<file path="src/rtl/axis_threshold_calibrator_pkg.sv">
// Shared types and helpers for the ADC threshold calibrator.
// State encoding, sample width and saturation to the sample range.
package axis_threshold_calibrator_pkg;

    localparam int HW = 16;

    typedef enum logic [1:0] {
        ST_IDLE    = 2'd0,
        ST_ACQUIRE = 2'd1,
        ST_COMPUTE = 2'd2
    } cal_state_t;

    // Clamp an HW+2-bit signed value into the signed HW-bit range.
    function automatic logic signed [HW-1:0] sat_hw(
        input logic signed [HW+1:0] v
    );
        logic [2:0] top;
        top = v[HW+1:HW-1];
        if (top == 3'b000 || top == 3'b111)
            return v[HW-1:0];
        else if (v[HW+1])
            return {1'b1, {(HW-1){1'b0}}};
        else
            return {1'b0, {(HW-1){1'b1}}};
    endfunction

endpackage

</file>
<file path="src/rtl/axis_threshold_calibrator_minmax.sv">
// Running signed min/max of accepted samples.
// The first sample after a clear loads both extremes.
module minmax_tracker
    import axis_threshold_calibrator_pkg::*;
(
    input  logic                 aclk,
    input  logic                 aresetn,
    input  logic                 i_clear,
    input  logic                 i_valid,
    input  logic signed [HW-1:0] i_sample,
    output logic signed [HW-1:0] o_min,
    output logic signed [HW-1:0] o_max
);

    logic                 r_have;
    logic signed [HW-1:0] r_min;
    logic signed [HW-1:0] r_max;

    always_ff @(posedge aclk) begin
        if (!aresetn) begin
            r_have <= 1'b0;
            r_min  <= '0;
            r_max  <= '0;
        end else if (i_clear) begin
            r_have <= 1'b0;
        end else if (i_valid) begin
            r_have <= 1'b1;
            if (!r_have) begin
                r_min <= i_sample;
                r_max <= i_sample;
            end else begin
                if (i_sample < r_min)
                    r_min <= i_sample;
                if (i_sample > r_max)
                    r_max <= i_sample;
            end
        end
    end

    assign o_min = r_min;
    assign o_max = r_max;

endmodule

</file>
<file path="src/rtl/axis_threshold_calibrator.sv">
// Derives tracker hysteresis thresholds from min/max of an ADC window.
// One-shot, continuous or manual-override operation.
module axis_threshold_calibrator
    import axis_threshold_calibrator_pkg::*;
#(
    parameter int                   S_AXIS_TDATA_WIDTH = 32,
    parameter int                   MAX_LOG_WINDOW     = 20,
    parameter logic signed [HW-1:0] DEFAULT_LOWER      = -16'sd1024,
    parameter logic signed [HW-1:0] DEFAULT_UPPER      = 16'sd1024
) (
    input  logic                          aclk,
    input  logic                          aresetn,
    input  logic                          start,
    input  logic                          continuous,
    input  logic [4:0]                    log_window,
    input  logic [3:0]                    hysteresis_shift,
    input  logic                          manual_enable,
    input  logic [HW-1:0]                 manual_lower,
    input  logic [HW-1:0]                 manual_upper,
    input  logic                          S_AXIS_tvalid,
    input  logic [S_AXIS_TDATA_WIDTH-1:0] S_AXIS_tdata,
    output logic                          S_AXIS_tready,
    output logic [HW-1:0]                 lower_threshold,
    output logic [HW-1:0]                 upper_threshold,
    output logic                          busy,
    output logic                          thresholds_valid,
    output logic                          error
);

    localparam int CW = MAX_LOG_WINDOW + 1;

    cal_state_t           r_state;
    cal_state_t           w_next;
    logic                 w_arm;
    logic [4:0]           r_log;
    logic [3:0]           r_shift;
    logic [CW-1:0]        r_cnt;
    logic signed [HW-1:0] r_cal_lo;
    logic signed [HW-1:0] r_cal_hi;
    logic [HW-1:0]        r_lower;
    logic [HW-1:0]        r_upper;
    logic                 r_busy;
    logic                 r_valid;
    logic                 r_error;

    logic                 w_accept;
    logic                 w_last;
    logic [CW-1:0]        w_target;
    logic signed [HW-1:0] w_sample;
    logic signed [HW-1:0] w_min;
    logic signed [HW-1:0] w_max;
    logic signed [HW:0]   w_sum;
    logic signed [HW:0]   w_center;
    logic [HW:0]          w_span;
    logic [HW:0]          w_margin;
    logic signed [HW+1:0] w_lo_ext;
    logic signed [HW+1:0] w_hi_ext;
    logic                 w_upd;
    logic signed [HW-1:0] w_cal_lo_nxt;
    logic signed [HW-1:0] w_cal_hi_nxt;
    logic                 w_unused;

    assign S_AXIS_tready = aresetn;
    assign w_sample      = S_AXIS_tdata[HW-1:0];
    assign w_unused      = ^S_AXIS_tdata[S_AXIS_TDATA_WIDTH-1:HW];

    assign w_accept = S_AXIS_tvalid && S_AXIS_tready
                   && (r_state == ST_ACQUIRE);
    assign w_target = (CW'(1) << r_log) - CW'(1);
    assign w_last   = w_accept && (r_cnt == w_target);

    minmax_tracker u_minmax (
        .aclk     (aclk),
        .aresetn  (aresetn),
        .i_clear  (w_arm),
        .i_valid  (w_accept),
        .i_sample (w_sample),
        .o_min    (w_min),
        .o_max    (w_max)
    );

    always_comb begin
        w_next = r_state;
        w_arm  = 1'b0;
        unique case (r_state)
            ST_IDLE: begin
                if (start) begin
                    w_next = ST_ACQUIRE;
                    w_arm  = 1'b1;
                end
            end
            ST_ACQUIRE: begin
                if (w_last)
                    w_next = ST_COMPUTE;
            end
            ST_COMPUTE: begin
                if (continuous) begin
                    w_next = ST_ACQUIRE;
                    w_arm  = 1'b1;
                end else begin
                    w_next = ST_IDLE;
                end
            end
            default: w_next = ST_IDLE;
        endcase
    end

    // Center floors toward -inf; span is the true non-negative difference.
    assign w_sum    = {w_max[HW-1], w_max} + {w_min[HW-1], w_min};
    assign w_center = w_sum >>> 1;
    assign w_span   = {w_max[HW-1], w_max} - {w_min[HW-1], w_min};
    assign w_margin = w_span >> r_shift;
    assign w_lo_ext = {w_center[HW], w_center} - {1'b0, w_margin};
    assign w_hi_ext = {w_center[HW], w_center} + {1'b0, w_margin};

    assign w_upd        = (r_state == ST_COMPUTE) && (w_margin != '0);
    assign w_cal_lo_nxt = w_upd ? sat_hw(w_lo_ext) : r_cal_lo;
    assign w_cal_hi_nxt = w_upd ? sat_hw(w_hi_ext) : r_cal_hi;

    always_ff @(posedge aclk) begin
        if (!aresetn) begin
            r_state  <= ST_IDLE;
            r_log    <= '0;
            r_shift  <= '0;
            r_cnt    <= '0;
            r_cal_lo <= DEFAULT_LOWER;
            r_cal_hi <= DEFAULT_UPPER;
            r_lower  <= DEFAULT_LOWER;
            r_upper  <= DEFAULT_UPPER;
            r_busy   <= 1'b0;
            r_valid  <= 1'b0;
            r_error  <= 1'b0;
        end else begin
            r_state <= w_next;
            r_busy  <= (w_next != ST_IDLE);
            if (w_arm) begin
                r_log   <= (log_window > 5'(MAX_LOG_WINDOW))
                         ? 5'(MAX_LOG_WINDOW) : log_window;
                r_shift <= hysteresis_shift;
                r_cnt   <= '0;
            end else if (w_accept) begin
                r_cnt <= r_cnt + CW'(1);
            end
            if (r_state == ST_COMPUTE) begin
                r_error <= (w_margin == '0);
                if (w_upd)
                    r_valid <= 1'b1;
            end
            r_cal_lo <= w_cal_lo_nxt;
            r_cal_hi <= w_cal_hi_nxt;
            // Mux on the next calibrated value so results land with COMPUTE exit.
            r_lower <= manual_enable ? manual_lower : w_cal_lo_nxt;
            r_upper <= manual_enable ? manual_upper : w_cal_hi_nxt;
        end
    end

    assign lower_threshold  = r_lower;
    assign upper_threshold  = r_upper;
    assign busy             = r_busy;
    assign thresholds_valid = r_valid;
    assign error            = r_error;

endmodule

</file>
<file path="config.mk">
export PLATFORM = sky130hd
export DESIGN_NAME = axis_threshold_calibrator
export DESIGN_NICKNAME = d
export VERILOG_FILES = /design/src/rtl/axis_threshold_calibrator_pkg.sv /design/src/rtl/axis_threshold_calibrator_minmax.sv /design/src/rtl/axis_threshold_calibrator.sv
export SDC_FILE = /design/constraint.sdc
export NUM_CORES = 1
export LEC_CHECK = 0
export BUFFER_PORTS_ARGS = -buffer_cell sky130_fd_sc_hd__buf_2
export CAP_MARGIN = 20
export CORE_MARGIN = 1
export CORE_UTILIZATION = 36
export DETAILED_ROUTE_END_ITERATION = 16
export SYNTH_ARGS = -nofsm -noshare
export SYNTH_HDL_FRONTEND = slang
export SYNTH_SLANG_ARGS = --single-unit
export TNS_END_PERCENT = 10
</file>
<file path="constraint.sdc">
create_clock -name aclk -period 9.7 [get_ports aclk]
set_input_delay 1.455 -clock aclk [delete_from_list [all_inputs] [get_ports aclk]]
set_output_delay 1.455 -clock aclk [all_outputs]
set_load 0.01 [all_outputs]
</file>
* Word level (Yosys, flattened, before mapping)
Cells that the tools add are included.
** Storage, ports and cells
- Bits in registers :: 132
- Bits of input ports :: 79
** Cells by class
- $add $sub $neg :: 6
- Magnitude comparators :: 3
- Equality and inequality tests :: 7
- Shifts and indexed selects :: 2
- Mux-type cells :: 20
- Bitwise operators :: 2
- Reduce and logical (&&, ||, !) cells :: 16
** Operators with widths (count)
- 2-to-1 mux 16 bit :: 12
- adder 21 x 1 -> 21 bit (second input constant) :: 1
- equality test 21 bit :: 1
- left shift 1 x 5 -> 21 bit (first input constant) :: 1
- subtractor 21 x 2 -> 21 bit (second input constant) :: 1
- adder 18 x 17 -> 18 bit :: 1
- subtractor 18 x 17 -> 18 bit :: 1
- adder 16 x 16 -> 17 bit :: 1
- logical NOT 17 bit :: 1
- nonzero test 17 bit :: 1
- >> shifter 17 x 4 -> 17 bit :: 1
- subtractor 16 x 16 -> 17 bit :: 1
- > comparator 16 bit :: 1
- < comparator 16 bit :: 1
- equality test 3 bit (second input constant) :: 2
- logical NOT 3 bit :: 2
- case mux 2 bit (3 select lines) :: 1
- AND reduction 3 bit :: 2
- > comparator 5 bit (second input constant) :: 1
- 2-to-1 mux 5 bit :: 1
- logical AND 1 bit :: 4
- 2-to-1 mux 2 bit :: 2
- != test 2 bit (second input constant) :: 2
- 2-to-1 mux 1 bit :: 3
- other kinds (9) :: 11

* Logic depth before layout (Yosys ltp)
Gate-level depths: netlist of run 1.
- Depth in word-level cells :: 8
- Depth in mapped cells :: 29
- Depth with buffers taken out :: 28

* By module
From an unflattened synthesis of run 1, not the netlist that was laid out.
** Unflattened totals
- Cell total of the unflattened synthesis :: 1457
- Area total of the unflattened synthesis :: 11154.4 µm²
** By module, submodules not included
- axis_threshold_calibrator :: instances 1, cells an instance 1201, area each 9038.7 µm², seq. area each 1981.9 µm²
- minmax_tracker :: instances 1, cells an instance 256, area each 2115.8 µm², seq. area each 660.6 µm²

* Least setup slack after synthesis of run 1
OpenSTA, ideal clock, no wires.
- Kind :: register to register
- From :: reg u_minmax.r_max[0] (netlist: u_minmax.o_max[0])
- To :: reg r_lower[4] (netlist: lower_threshold[4])
- Library setup time :: 117 ps
- Arrival time :: 6275 ps
- Data required time :: 9583 ps
- Setup slack :: 3308 ps
- Cell stages (with the launch flop) :: 26
- Path buffers :: 2
- Cell sequence :: dfxtp_1 > inv_1 > ha_1 > fa_1 > nor2b_4 > o311ai_2 > a21boi_2 > a311o_1 > nand2_1 > mux4_2 > mux4_2 > inv_1 > ha_1 > clkbuf_1 > or3_1 > o311ai_0 > a21boi_0 > o41ai_1 > a21oi_1 > o21bai_1 > xor2_1 > a211oi_1 > clkbuf_1 > nor2_1 > o22a_1 > a22o_1
** On the way
- Word-level cells in the longest chain between the ends :: 8
- Elaborated cells between the ends (all ways) :: 13
- Classes of those cells :: add/sub (3); eq/ne (1); shift (1); mux (4); reduce/logical (4)
** Ends and longest elaborated chain
- from (decl) :: line axis_threshold_calibrator_minmax.sv:17 : logic signed [HW-1:0] r_max;
- from (signal assigned) :: line axis_threshold_calibrator_minmax.sv:30 : r_max <= i_sample;
- from (signal assigned) :: line axis_threshold_calibrator_minmax.sv:35 : r_max <= i_sample;
- subtractor 16 x 16 -> 17 bit :: line axis_threshold_calibrator.sv:111 : assign w_span = {w_max[HW-1], w_max} - {w_min[HW-1], w_min};
- >> shifter 17 x 4 -> 17 bit :: line axis_threshold_calibrator.sv:112 : assign w_margin = w_span >> r_shift;
- subtractor 18 x 17 -> 18 bit :: line axis_threshold_calibrator.sv:113 : assign w_lo_ext = {w_center[HW], w_center} - {1'b0, w_margin};
- equality test 3 bit or logical NOT 3 bit (tied branches) :: line axis_threshold_calibrator_pkg.sv:19 : if (top == 3'b000 || top == 3'b111)
- logical OR 1 bit :: line axis_threshold_calibrator_pkg.sv:19
- 2-to-1 mux 16 bit :: line axis_threshold_calibrator_pkg.sv:19
- 2-to-1 mux 16 bit (*) :: line axis_threshold_calibrator.sv:117 : assign w_cal_lo_nxt = w_upd ? sat_hw(w_lo_ext) : r_cal_lo;
- 2-to-1 mux 16 bit (*) :: line axis_threshold_calibrator.sv:152 : r_lower <= manual_enable ? manual_lower : w_cal_lo_nxt;
- to (signal assigned) :: line axis_threshold_calibrator.sv:152
- to (decl) :: line axis_threshold_calibrator.sv:40 : logic [HW-1:0] r_lower;
Mark *: on every way between the ends. The rest lies on a longest branch, timed or not.
A chain may end at the register's enable or synchronous reset.

* Worst setup path after layout of run 1
- From :: reg u_minmax.r_min[7] (netlist: u_minmax.o_min[7])
- To :: reg r_lower[7] (netlist: lower_threshold[7])
** On the way
- Word-level cells in the longest chain between the ends :: 8
- Elaborated cells between the ends (all ways) :: 13
- Classes of those cells :: add/sub (3); eq/ne (1); shift (1); mux (4); reduce/logical (4)
** Ends and longest elaborated chain
- from (decl) :: line axis_threshold_calibrator_minmax.sv:16 : logic signed [HW-1:0] r_min;
- from (signal assigned) :: line axis_threshold_calibrator_minmax.sv:29 : r_min <= i_sample;
- from (signal assigned) :: line axis_threshold_calibrator_minmax.sv:33 : r_min <= i_sample;
- subtractor 16 x 16 -> 17 bit :: line axis_threshold_calibrator.sv:111
- >> shifter 17 x 4 -> 17 bit :: line axis_threshold_calibrator.sv:112
- subtractor 18 x 17 -> 18 bit :: line axis_threshold_calibrator.sv:113
- equality test 3 bit or logical NOT 3 bit (tied branches) :: line axis_threshold_calibrator_pkg.sv:19
- logical OR 1 bit :: line axis_threshold_calibrator_pkg.sv:19
- 2-to-1 mux 16 bit :: line axis_threshold_calibrator_pkg.sv:19
- 2-to-1 mux 16 bit (*) :: line axis_threshold_calibrator.sv:117
- 2-to-1 mux 16 bit (*) :: line axis_threshold_calibrator.sv:152
Marks and branches as above.

==> flow_metrics.py, run 1 <==
metrics = {
    "timing": {
        "worst_hold_slack_ns": 0.457,
        "setup_viol": 0,
        "worst_pin_slew_ns": 1.04,
        "setup_slack_ns": 1.81,
        "clock_skew_ns": 0.00925,
        "fin_crit_sh": 0.814,
        "hold_violations": 0,
        "rsz0062_at_grt": "no",
        "final-max-slew-violation-count": 0,
        "fin_crit_ns": 7.89,
        "maxSlewHeadroom": 0.299,
        "setup_tns_ns": 0,
        "max_freq_ghz": 0.127,
    },
    "drt": {
        "wirelength_um": 28300,
        "vias": 9815,
        "first_pass_iters": 5,
        "viasPerCell": 5.35,
        "drt-wirelength-per-cell_um": 15.4,
        "drt_first_iter_violations": 622,
        "drt.antenna.violating_nets": 0,
        "drc_errors": 0,
    },
    "cts": {
        "post_cts_buffers": 0,
        "clock_sinks": 132,
        "clkLatencyLatePin_ns": 0.44,
        "clkTransAtPathRegs_ns": 0.06,
        "ctsHoldBuffers": 0,
        "cts_htree_levels": 4,
        "ctsLongestPathBuffers": 2,
        "cts_tree": "built",
        "cts_buffers": 17,
        "postCtsResizedCells": 0,
        "root_buffer": "clkbuf_16",
    },
    "cells_and_area": {
        "final_common_cell": "nor2_1",
        "final_cell_mix": "142 x nor2_1, 132 x dfxtp_1, 99 x ha_1",
        "fin_util": 0.412,
        "fin_cells": 1836,
        "syn2layout_area_growth_pct": 11.3,
        "seq_area_um2": 2640,
        "n_fill_cell": 3052,
        "diodes": 0,
        "multi_input_area_um2": 7750,
        "final_cell_area_um2": 12400,
        "layout-drive-gt1-share": 0.130,
        "finalNetCount": 1615,
    },
    "synthesis": {
        "synthFlopType": "dfxtp_1",
        "synth_edf_count": 0,
        "syn-mean-instance-area_um2": 7.99,
        "ys_types": 92,
        "synthCells": 1390,
        "syn_area_um2": 11100,
        "synth_nets": 1572,
        "ys_warn_count": 0,
        "ys_seq_area_frac": 0.238,
        "ys_ff_latch": 132,
        "async_flop_share": 0,
    },
    "critical_path": {
        "cp-end-kind": "flip-flop",
        "rrSetupSlack_ns": 1.81,
        "critical_path.startpoint": "u_minmax.o_min[7]",
        "r2r-end": "lower_threshold[7]",
        "r2r.worst_path.cells": 25,
        "worstSetupPathType": "reg -> reg",
        "critPathMaxFanout": 14,
        "critical_path_required_ns": 10.03,
        "cp-start-kind": "flip-flop",
        "timing.rr.start": "u_minmax.o_min[7]",
        "worstPathArrival_ns": 8.22,
    },
    "hold_path": {
        "min_path_cells": 1,
        "hold_class": "reg -> reg",
        "hold_end": "thresholds_valid",
        "min_from": "thresholds_valid",
    },
    "placement": {
        "post-place-ws_ns": 1.97,
        "place_inst": 1804,
        "place_area_um2": 11800,
        "hpwlAfterDp_um": 21800,
        "routabilityCongestion": 0.876,
        "port_buffers": 98,
    },
    "grt": {
        "first_global_vias": 9187,
        "grt.total_usage": 0.182,
        "grt_pass1_wl_um": 46000,
        "overflow": 0,
        "grt_start_max_net_pins": 65,
        "grt_antenna_before_repair": 0,
    },
    "die": {
        "rows": 63,
        "fp.dieW_um": 178,
        "coreArea_um2": 30000,
        "chipHeight_um": 178,
        "die_area_um2": 31500,
        "design.portCount": 115,
        "start_util": 0.371,
    },
    "power_and_ir_drop": {
        "power.share.combinational": 0.366,
        "ir_drop_mv": 0.130,
        "clockPowerShare": 0.336,
        "p_leak_nw": 5.33,
        "switchingPower_mw": 0.694,
        "intPower_mw": 1.22,
        "power_per_cell_area_nw_per_um2": 155,
        "p_total_mw": 1.91,
        "swShare": 0.363,
        "power.share.sequential": 0.298,
    },
    "outcome": {
        "outcome": "completed",
    },
    "job": {
        "maxCapViolCount": 0,
    },
}
## flip-flops by register name, summed over array words and instances (netlist names)
signal / count
r_cnt: 21
lower_threshold: 16
r_cal_hi: 16
r_cal_lo: 16
u_minmax.o_max: 16
u_minmax.o_min: 16
upper_threshold: 16
r_log: 5
r_shift: 4
r_state: 2
busy: 1
error: 1
thresholds_valid: 1
u_minmax.r_have: 1
## kinds of logic (layout without fill, tap and decap cells)
| kind of cell | Yosys count | in the layout | synth area share |
|---|---|---|---|
| DFF | 132 | 132 | 0.238 |
| buffers and inverters | 172 | 228 | 0.0636 |
| muxes | 60 | 60 | 0.0628 |
| xor gates and xnor gates | 84 | 84 | 0.0663 |
| AOI/OAI and AO/OA | 375 | 375 | 0.241 |
| adders and majority gates | 103 | 103 | 0.119 |
| and+or+nand+nor | 464 | 464 | 0.210 |
## final cells by class
class / count / area share
Clock inverter: 15 / 0.0128
Clock buffer: 17 / 0.0344
Multi-Input combinational cell: 1086 / 0.628
Inverter: 92 / 0.0280
Sequential cell: 132 / 0.214
Tap cell: 390 / 0.0395
Timing Repair Buffer: 104 / 0.0437
## power groups by stage
stage / Clock, mW / Sequential, mW / Combinational, mW
global route: 0.685 / 0.572 / 0.779
floorplan: 0 / 0.576 / 0.530
detailed placement: 0 / 0.582 / 0.690
CTS: 0.659 / 0.570 / 0.695
finish: 0.643 / 0.570 / 0.700
global placement: 0 / 0.582 / 0.686
## cell usage after synthesis, types with 5 or more instances
cell,instances,area share
a2bb2oi_1,6,0.0047
ha_1,99,0.11
nand2b_1,22,0.012
nand4_1,12,0.0068
inv_1,87,0.029
buf_1,6,0.0020
or3_1,13,0.0073
o221a_2,7,0.0071
o2111ai_1,5,0.0039
a22o_1,14,0.011
nand2_1,84,0.028
xnor2_1,55,0.043
or2_2,9,0.0051
o21bai_1,12,0.0081
o21ai_0,73,0.033
nor3_1,34,0.015
mux4_2,7,0.014
xor2_1,29,0.023
a31oi_1,11,0.0062
o22a_1,10,0.0079
nor2_1,142,0.048
buf_2,12,0.0054
a211oi_1,16,0.011
and3_1,5,0.0028
mux2i_1,46,0.041
o22ai_1,8,0.0045
nor2b_1,67,0.038
a21boi_0,6,0.0041
a221oi_1,5,0.0039
clkbuf_1,53,0.018
nor4_1,8,0.0045
and2_1,16,0.0090
a21oi_1,75,0.034
o21a_1,21,0.014
dfxtp_1,132,0.24
o211ai_1,16,0.011
nand3b_1,5,0.0034
mux2_2,7,0.0071
nand3_1,22,0.0099
a22oi_1,8,0.0054
o211a_1,10,0.0090
buf_4,6,0.0041
a21o_1,17,0.011
## how the worst max path moves through the flow
| stage | endpoint | slack (ns) | cells after the start |
|---|---|---|---|
| after CTS | lower_threshold[1] | 1.90 | 22 |
| after floorplan | lower_threshold[4] | 3.31 | 25 |
| after detailed placement | lower_threshold[1] | 1.97 | 22 |
| after global routing | lower_threshold[12] | 1.13 | 25 |
| after global placement | lower_threshold[1] | 2.02 | 22 |
| final | lower_threshold[7] | 1.81 | 25 |
## critical path, stage by stage, from the launching register on
cell       delay (ns)
dfxtp_1          0.35
inv_1            0.08
ha_1             0.56
nand4_1          0.22
a211oi_1         0.40
a21boi_0         0.52
o2111ai_1        0.21
nand3_1          0.22
mux2i_1          0.14
mux2_2           0.37
mux2i_1          0.20
nand2_1          0.11
o21a_1           0.19
ha_1             0.32
o21bai_1         0.15
a21oi_1          0.15
o311ai_0         0.56
a21boi_0         0.28
o41ai_1          0.77
a21oi_1          0.15
o21bai_1         0.18
xor2_1           0.12
o311ai_0         0.30
nand2_1          0.65
o22a_1           0.38
a22o_1           0.21
## routing by layer
layer / share of wire / vias to the layer above / GRT usage
li1: - / 5020 / -
met1: 0.49 / 4605 / 0.241
met2: 0.46 / 162 / 0.297
met3: 0.036 / 28 / 0.0308
met4: 0.021 / 0 / 0.0591
met5: 0 / - / 0
Power figures use the tool's default switching activity.
==> inputs of run 2 (changes only) <==
- ABC_AREA: not set -> 1
- clock period: 9.7 -> 8.2 ns (I/O delays scaled with it)
==> run 2 against run 1 <==
  * Global-route usage is 0.12 points higher
  * Power grew 36%
  * Flip-flop and latch count unchanged
  * Routed wire length is 2.1% lower
  * Critical path depth is 10 higher
  * Sequential share of layout area increased by 0.38 points
  * Die area fell by 2.8%
  * Design area decreased by 1.8%
  * Fmax increased by 39%
  * Sequential power is 19% higher
  * Hold slack improved by 0.011 ns
  * First-iteration DRC count shrank 12%
==> flow_metrics.py, run 2 <==
metrics = {
    "critical_path": {
        "timing.rr.start": "u_minmax.o_max[0]",
        "worstSetupPathType": "reg -> reg",
        "worstPathArrival_ns": 5.97,
        "cp_slowest_cell": "fa_1",
        "critical_path.startpoint": "u_minmax.o_max[0]",
        "critical_path_required_ns": 8.51,
        "crit_path_frequent_cell": "nand2_1",
        "cp-start-kind": "flip-flop",
        "critPathMaxFanout": 15,
        "cp_slowest_stage_delay_ns": 0.41,
        "r2r.worst_path.cells": 35,
        "rrSetupSlack_ns": 2.54,
        "r2r-end": "lower_threshold[9]",
        "cp-end-kind": "flip-flop",
    },
    "drt": {
        "first_pass_iters": 5,
        "vias": 9977,
        "met1_length_um": 14100,
        "wirelength_um": 27700,
        "wl_met2_um": 12500,
        "drt_first_iter_violations": 548,
        "drc_errors": 0,
        "highest_layer": "met4",
        "drt.antenna.violating_nets": 0,
        "drt-wirelength-per-cell_um": 13.5,
        "viasPerCell": 4.86,
        "wl_met3_um": 770,
    },
    "cts": {
        "ctsHoldBuffers": 0,
        "clkTransAtPathRegs_ns": 0.06,
        "root_buffer": "clkbuf_16",
        "postCtsResizedCells": 0,
        "clock_sinks": 132,
        "cts_buffers": 17,
        "post_cts_buffers": 0,
        "cts_tree": "built",
        "cts_htree_levels": 4,
        "clkLatencyLatePin_ns": 0.42,
        "ctsLongestPathBuffers": 2,
    },
    "synthesis": {
        "synth_nets": 1775,
        "synth_most_common_cell": "nand2_1",
        "async_flop_share": 0,
        "synth_edf_count": 0,
        "ys_warn_count": 0,
        "ys_ff_latch": 132,
        "ys_types": 60,
        "syn_area_um2": 10800,
        "synthCells": 1593,
        "syn-mean-instance-area_um2": 6.77,
        "synth_top_area_cell": "dfxtp_1",
        "synthFlopType": "dfxtp_1",
        "yosys-top-cells-count": "320 x nand2_1, 207 x inv_1, 138 x a21oi_1, 132 x dfxtp_1, 108 x o21ai_0",
        "ys_seq_area_frac": 0.245,
        "synth_top_area_share": 0.245,
        "synth.top_cells.by_area": "dfxtp_1 24%, ha_1 11%, nand2_1 11%, inv_1 7.2%, a21oi_1 6.4%",
    },
    "placement": {
        "place_inst": 2021,
        "routabilityCongestion": 0.896,
        "hpwlAfterDp_um": 21800,
        "post-place-ws_ns": 2.51,
        "port_buffers": 98,
    },
    "timing": {
        "hold_violations": 0,
        "final-max-slew-violation-count": 0,
        "setup_tns_ns": 0,
        "fin_crit_sh": 0.690,
        "worst_pin_slew_ns": 0.956,
        "max_freq_ghz": 0.177,
        "setup_viol": 0,
        "setup_slack_ns": 2.54,
        "maxSlewHeadroom": 0.362,
        "fin_crit_ns": 5.66,
        "clock_skew_ns": 0.0134,
        "rsz0062_at_grt": "no",
    },
    "cells_and_area": {
        "regMostFlops": "r_cnt",
        "multi_input_area_um2": 6990,
        "seq_area_um2": 2640,
        "diodes": 0,
        "finalNetCount": 1832,
        "final_common_cell": "nand2_1",
        "fin_cells": 2053,
        "syn2layout_area_growth_pct": 12.4,
        "final_cell_mix": "320 x nand2_1, 207 x inv_1, 138 x a21oi_1",
        "largest_reg_flops": 21,
        "n_fill_cell": 3213,
        "layout-drive-gt1-share": 0.146,
    },
    "die": {
        "start_util": 0.365,
        "design.portCount": 115,
        "coreArea_um2": 29600,
        "fp.dieW_um": 175,
        "die_area_um2": 30700,
        "chipHeight_um": 175,
        "rows": 63,
    },
    "outcome": {
        "outcome": "completed",
    },
    "grt": {
        "grt.total_usage": 0.183,
        "first_global_vias": 9350,
        "overflow": 0,
        "grt_start_max_net_pins": 68,
        "grt_antenna_before_repair": 0,
        "grt_pass1_wl_um": 45800,
    },
    "hold_path": {
        "min_from": "r_cal_lo[12]",
        "hold_end": "r_cal_lo[12]",
        "min_path_cells": 2,
        "hold_class": "reg -> reg",
    },
    "power_and_ir_drop": {
        "ir_drop_mv": 0.131,
        "power_per_cell_area_nw_per_um2": 215,
        "p_leak_nw": 5.87,
    },
    "job": {
        "maxCapViolCount": 0,
    },
}
-- run 2: cell types whose count changed after synthesis, moves of 35 or more --
cell,delta
nand3_1,+61
nor2_1,-43
a21oi_1,+63
nand2_1,+236
mux2i_1,-45
nand2_2,+53
nor2b_1,-67
inv_1,+120
o21ai_0,+35
xnor2_1,-45
xor2_1,+42
-- run 2: final cells by class --
| type | count | area share |
|---|---|---|
| inverter | 220 | 0.0681 |
| clock inverter | 13 | 0.0200 |
| tap | 390 | 0.0402 |
| clock buffer | 19 | 0.0357 |
| sequential | 132 | 0.218 |
| multi-input combinational | 1178 | 0.576 |
| timing repair buffer | 101 | 0.0423 |
-- run 2: worst max-delay path, delay by kind of cell, from the launching register on --
kind                     cells  cell delay [ns]
AO/OA/AOI/OAI               10             1.77
XOR/XNOR                     1             0.30
adder cells (fa/ha/maj)      3             0.84
buffers and inverters        5             0.76
flip-flops                   1             0.36
AND/OR/NAND/NOR             16             1.52
-- run 2: cells by family after synthesis --
| kind of cell | count (synthesis) | synth area share |
|---|---|---|
| simple gates | 659 | 0.282 |
| xor+xnor | 82 | 0.0672 |
| fa+ha+maj | 103 | 0.122 |
| mux | 1 | 0.000928 |
| buf+inv | 283 | 0.107 |
| flops | 132 | 0.245 |
| compound gates | 333 | 0.176 |
-- run 2: how the worst max path moves through the flow --
stage                               to  slack [ns]
global placement    upper_threshold[2]        2.61
global route        lower_threshold[9]        1.85
detailed placement  lower_threshold[9]        2.51
CTS                 lower_threshold[9]        2.49
finish              lower_threshold[9]        2.54
floorplan           lower_threshold[5]        3.57
-- run 2: stage by stage --
| stage | instance area, um2 | utilization | power [mW] | hold slack (ns) |
|---|---|---|---|---|
| 4_1_cts | 12100 | 0.410 | 2.64 | 0.469 |
| 2_1_floorplan | 10800 | - | 1.49 | 0.437 |
| 6_report | 12100 | 0.410 | 2.61 | 0.467 |
| 3_3_place_gp | 11500 | 0.388 | 1.72 | 0.448 |
| 3_5_place_dp | 11500 | 0.388 | 1.72 | 0.451 |
| 5_1_grt | 12100 | 0.410 | 2.80 | 0.495 |
-- run 2: power breakdown --
group	internal, mW	total (mW)	switching [mW]
Clock	0.578	0.899	0.321
Sequential	0.661	0.677	0.0163
Combinational	0.346	1.03	0.688
Total	1.58	2.61	1.03
-- run 2: metal layers --
layer,vias up,track usage
li1,5287,-
met1,4500,0.248
met2,173,0.305
met3,17,0.0209
met4,0,0.0478
met5,-,0
==> inputs of run 3 (changes only) <==
- clock period: 8.2 -> 4.55 ns (I/O delays scaled with it)
==> run 3 against run 2 <==
  * The flow now finishes with violations (setup timing)
  * Utilization increased by 10 points
  * Highest routed layer unchanged
  * Sequential share of layout area decreased by 4.2 points
  * Power increased by 120%
  * Design area increased by 24%
  * Critical path depth increased by 3
  * Clock skew about the same
  * Sequential power increased by 79%
  * First-iteration DRC count decreased by 14%
  * Fmax increased by 20%
  * Worst setup slack got worse by 2.7 ns
  * Cell count increased by 13%
==> flow_metrics.py, run 3 (synthesis results as in run 2) <==
metrics = {
    "power_and_ir_drop": {
        "power.share.combinational": 0.516,
        "p_leak_nw": 7.33,
        "switchingPower_mw": 2.24,
        "power_per_cell_area_nw_per_um2": 382,
        "swShare": 0.389,
        "power.share.sequential": 0.211,
        "ir_drop_mv": 0.211,
        "clockPowerShare": 0.273,
        "intPower_mw": 3.52,
    },
    "grt": {
        "grt_start_max_net_pins": 67,
        "grt.total_usage": 0.198,
        "grt_antenna_before_repair": 0,
        "grt_pass1_wl_um": 49500,
        "first_global_vias": 10400,
        "overflow": 0,
    },
    "critical_path": {
        "r2r.worst_path.cells": 38,
        "critPathMaxFanout": 7,
        "r2r-end": "upper_threshold[4]",
        "worstSetupEndpoint": "upper_threshold[4]",
        "cp_slowest_stage_delay_ns": 0.32,
        "critical_path.startpoint": "u_minmax.o_min[7]",
        "critical_path_required_ns": 4.83,
        "timing.rr.start": "u_minmax.o_min[7]",
        "crit_path_frequent_cell": "buf_4",
        "worstPathArrival_ns": 4.99,
        "rrSetupSlack_ns": -0.15,
        "cp-start-kind": "flip-flop",
        "cp_slowest_cell": "dfxtp_1",
        "cp-end-kind": "flip-flop",
        "worstSetupPathType": "reg -> reg",
    },
    "job": {
        "maxCapViolCount": 0,
    },
    "timing": {
        "fin_crit_ns": 4.70,
        "setup_viol": 48,
        "fin_crit_sh": 1.03,
        "clock_skew_ns": 0.0135,
        "worst_pin_slew_ns": 0.948,
        "setup_slack_ns": -0.151,
        "maxSlewHeadroom": 0.367,
        "worst_hold_slack_ns": 0.466,
        "rsz0062_at_grt": "yes",
        "final-max-slew-violation-count": 0,
        "setup_tns_ns": -4.61,
        "max_freq_ghz": 0.213,
        "hold_violations": 0,
    },
    "cells_and_area": {
        "regMostFlops": "r_cnt",
        "layout-drive-gt1-share": 0.350,
        "finalNetCount": 2094,
        "final_common_cell": "nand2_1",
        "syn2layout_area_growth_pct": 39.8,
        "n_fill_cell": 2906,
        "diodes": 0,
        "largest_reg_flops": 21,
        "final_cell_mix": "280 x nand2_1, 254 x buf_4, 187 x inv_1",
    },
    "drt": {
        "drt_first_iter_violations": 474,
        "vias": 11000,
        "drc_errors": 0,
        "viasPerCell": 4.74,
        "wirelength_um": 31000,
        "drt.antenna.violating_nets": 0,
        "first_pass_iters": 5,
        "drt-wirelength-per-cell_um": 13.4,
    },
    "cts": {
        "cts_buffers": 17,
        "clkTransAtPathRegs_ns": 0.07,
        "root_buffer": "clkbuf_16",
        "ctsHoldBuffers": 0,
        "clock_sinks": 132,
        "clkLatencyLatePin_ns": 0.43,
        "cts_tree": "built",
        "cts_htree_levels": 4,
        "ctsLongestPathBuffers": 2,
    },
    "outcome": {
        "outcome": "finished, violations left",
        "violations": "setup timing",
    },
    "placement": {
        "port_buffers": 98,
        "hpwlAfterDp_um": 23500,
        "routabilityCongestion": 0.902,
    },
    "hold_path": {
        "hold_class": "reg -> reg",
    },
    "die": {
        "start_util": 0.365,
        "fp.dieW_um": 175,
        "rows": 63,
        "die_area_um2": 30700,
        "coreArea_um2": 29600,
        "chipHeight_um": 175,
        "design.portCount": 115,
    },
}
==> run 3: cell count changes in the layout (fill, tap and decap cells not counted), moves of 10 or more <==
cell,delta
o21ai_2,+16
ha_1,-24
inv_1,-20
ha_4,+22
nand3_2,+19
o21ai_0,-22
buf_4,+251
nand2_1,-40
nand3_1,-20
nand2_4,+10
inv_2,+15
a21oi_1,-18
a21oi_2,+16
nand2_2,+29
==> run 3: worst min path at each step <==
stage	startpoint	to	slack, ns	cells past startpoint
3_5_place_dp	r_cal_lo[15]	r_cal_lo[15]	0.45	2
5_1_grt	manual_lower[13]	lower_threshold[13]	0.46	3
3_3_place_gp	r_cal_lo[10]	r_cal_lo[10]	0.45	2
6_report	r_cal_lo[15]	r_cal_lo[15]	0.47	2
2_1_floorplan	r_cal_lo[10]	r_cal_lo[10]	0.44	2
4_1_cts	manual_lower[13]	lower_threshold[13]	0.46	3
==> run 3: what timing repair did <==
item	in CTS	in global routing
setup endpoints to repair	63	66
setup buffers	32	21
gates cloned	1	2
resized for setup	76	165
pin swaps	35	71
==> run 3: cell type report <==
class                           count  area (um2)  area share
Clock buffer                       19         433      0.0287
Clock inverter                     13         219      0.0145
Inverter                          220         841      0.0557
Multi-Input combinational cell   1178        7890       0.523
Sequential cell                   132        2650       0.176
Tap cell                          390         488      0.0323
Timing Repair Buffer              362        2550       0.169
Timing Repair inverter              1        7.51    0.000498
==> run 3: per-layer routing <==
metal	up-vias	wire length (um)	track usage
li1	5815	-	-
met1	4973	15000	0.257
met2	160	14700	0.344
met3	28	684	0.0228
met4	0	552	0.0583
met5	-	0	0
==> run 3: power by group through the flow <==
| stage | registers, mW | logic, mW | clock network (mW) |
|---|---|---|---|
| 5_1_grt | 1.22 | 3.28 | 1.65 |
| 3_5_place_dp | 1.24 | 2.41 | 0 |
| 3_3_place_gp | 1.23 | 2.38 | 0 |
| 2_1_floorplan | 1.24 | 1.44 | 0 |
| 6_report | 1.21 | 2.97 | 1.57 |
| 4_1_cts | 1.21 | 2.58 | 1.60 |
==> run 3: stage by stage <==
step | cell area [um2] | util | cells | worst slack (ns) | power, mW
final | 15100 | 0.510 | 2315 | -0.151 | 5.76
after CTS | 14200 | 0.482 | 2292 | -0.231 | 5.39
after detailed placement | 13000 | 0.440 | 2227 | -0.525 | 3.64
after global routing | 15100 | 0.510 | 2315 | -0.431 | 6.15
after global placement | 13000 | 0.440 | 2227 | -0.412 | 3.62
after floorplan | 10800 | - | 1593 | 0.00626 | 2.68
==> run 3: worst max-delay path, delay by kind of cell (launching register included) <==
kind	cells	cell delay, ns
buf+inv	16	2.00
fa+ha+maj	1	0.30
compound gates	3	0.41
flops	1	0.32
simple gates	18	1.53
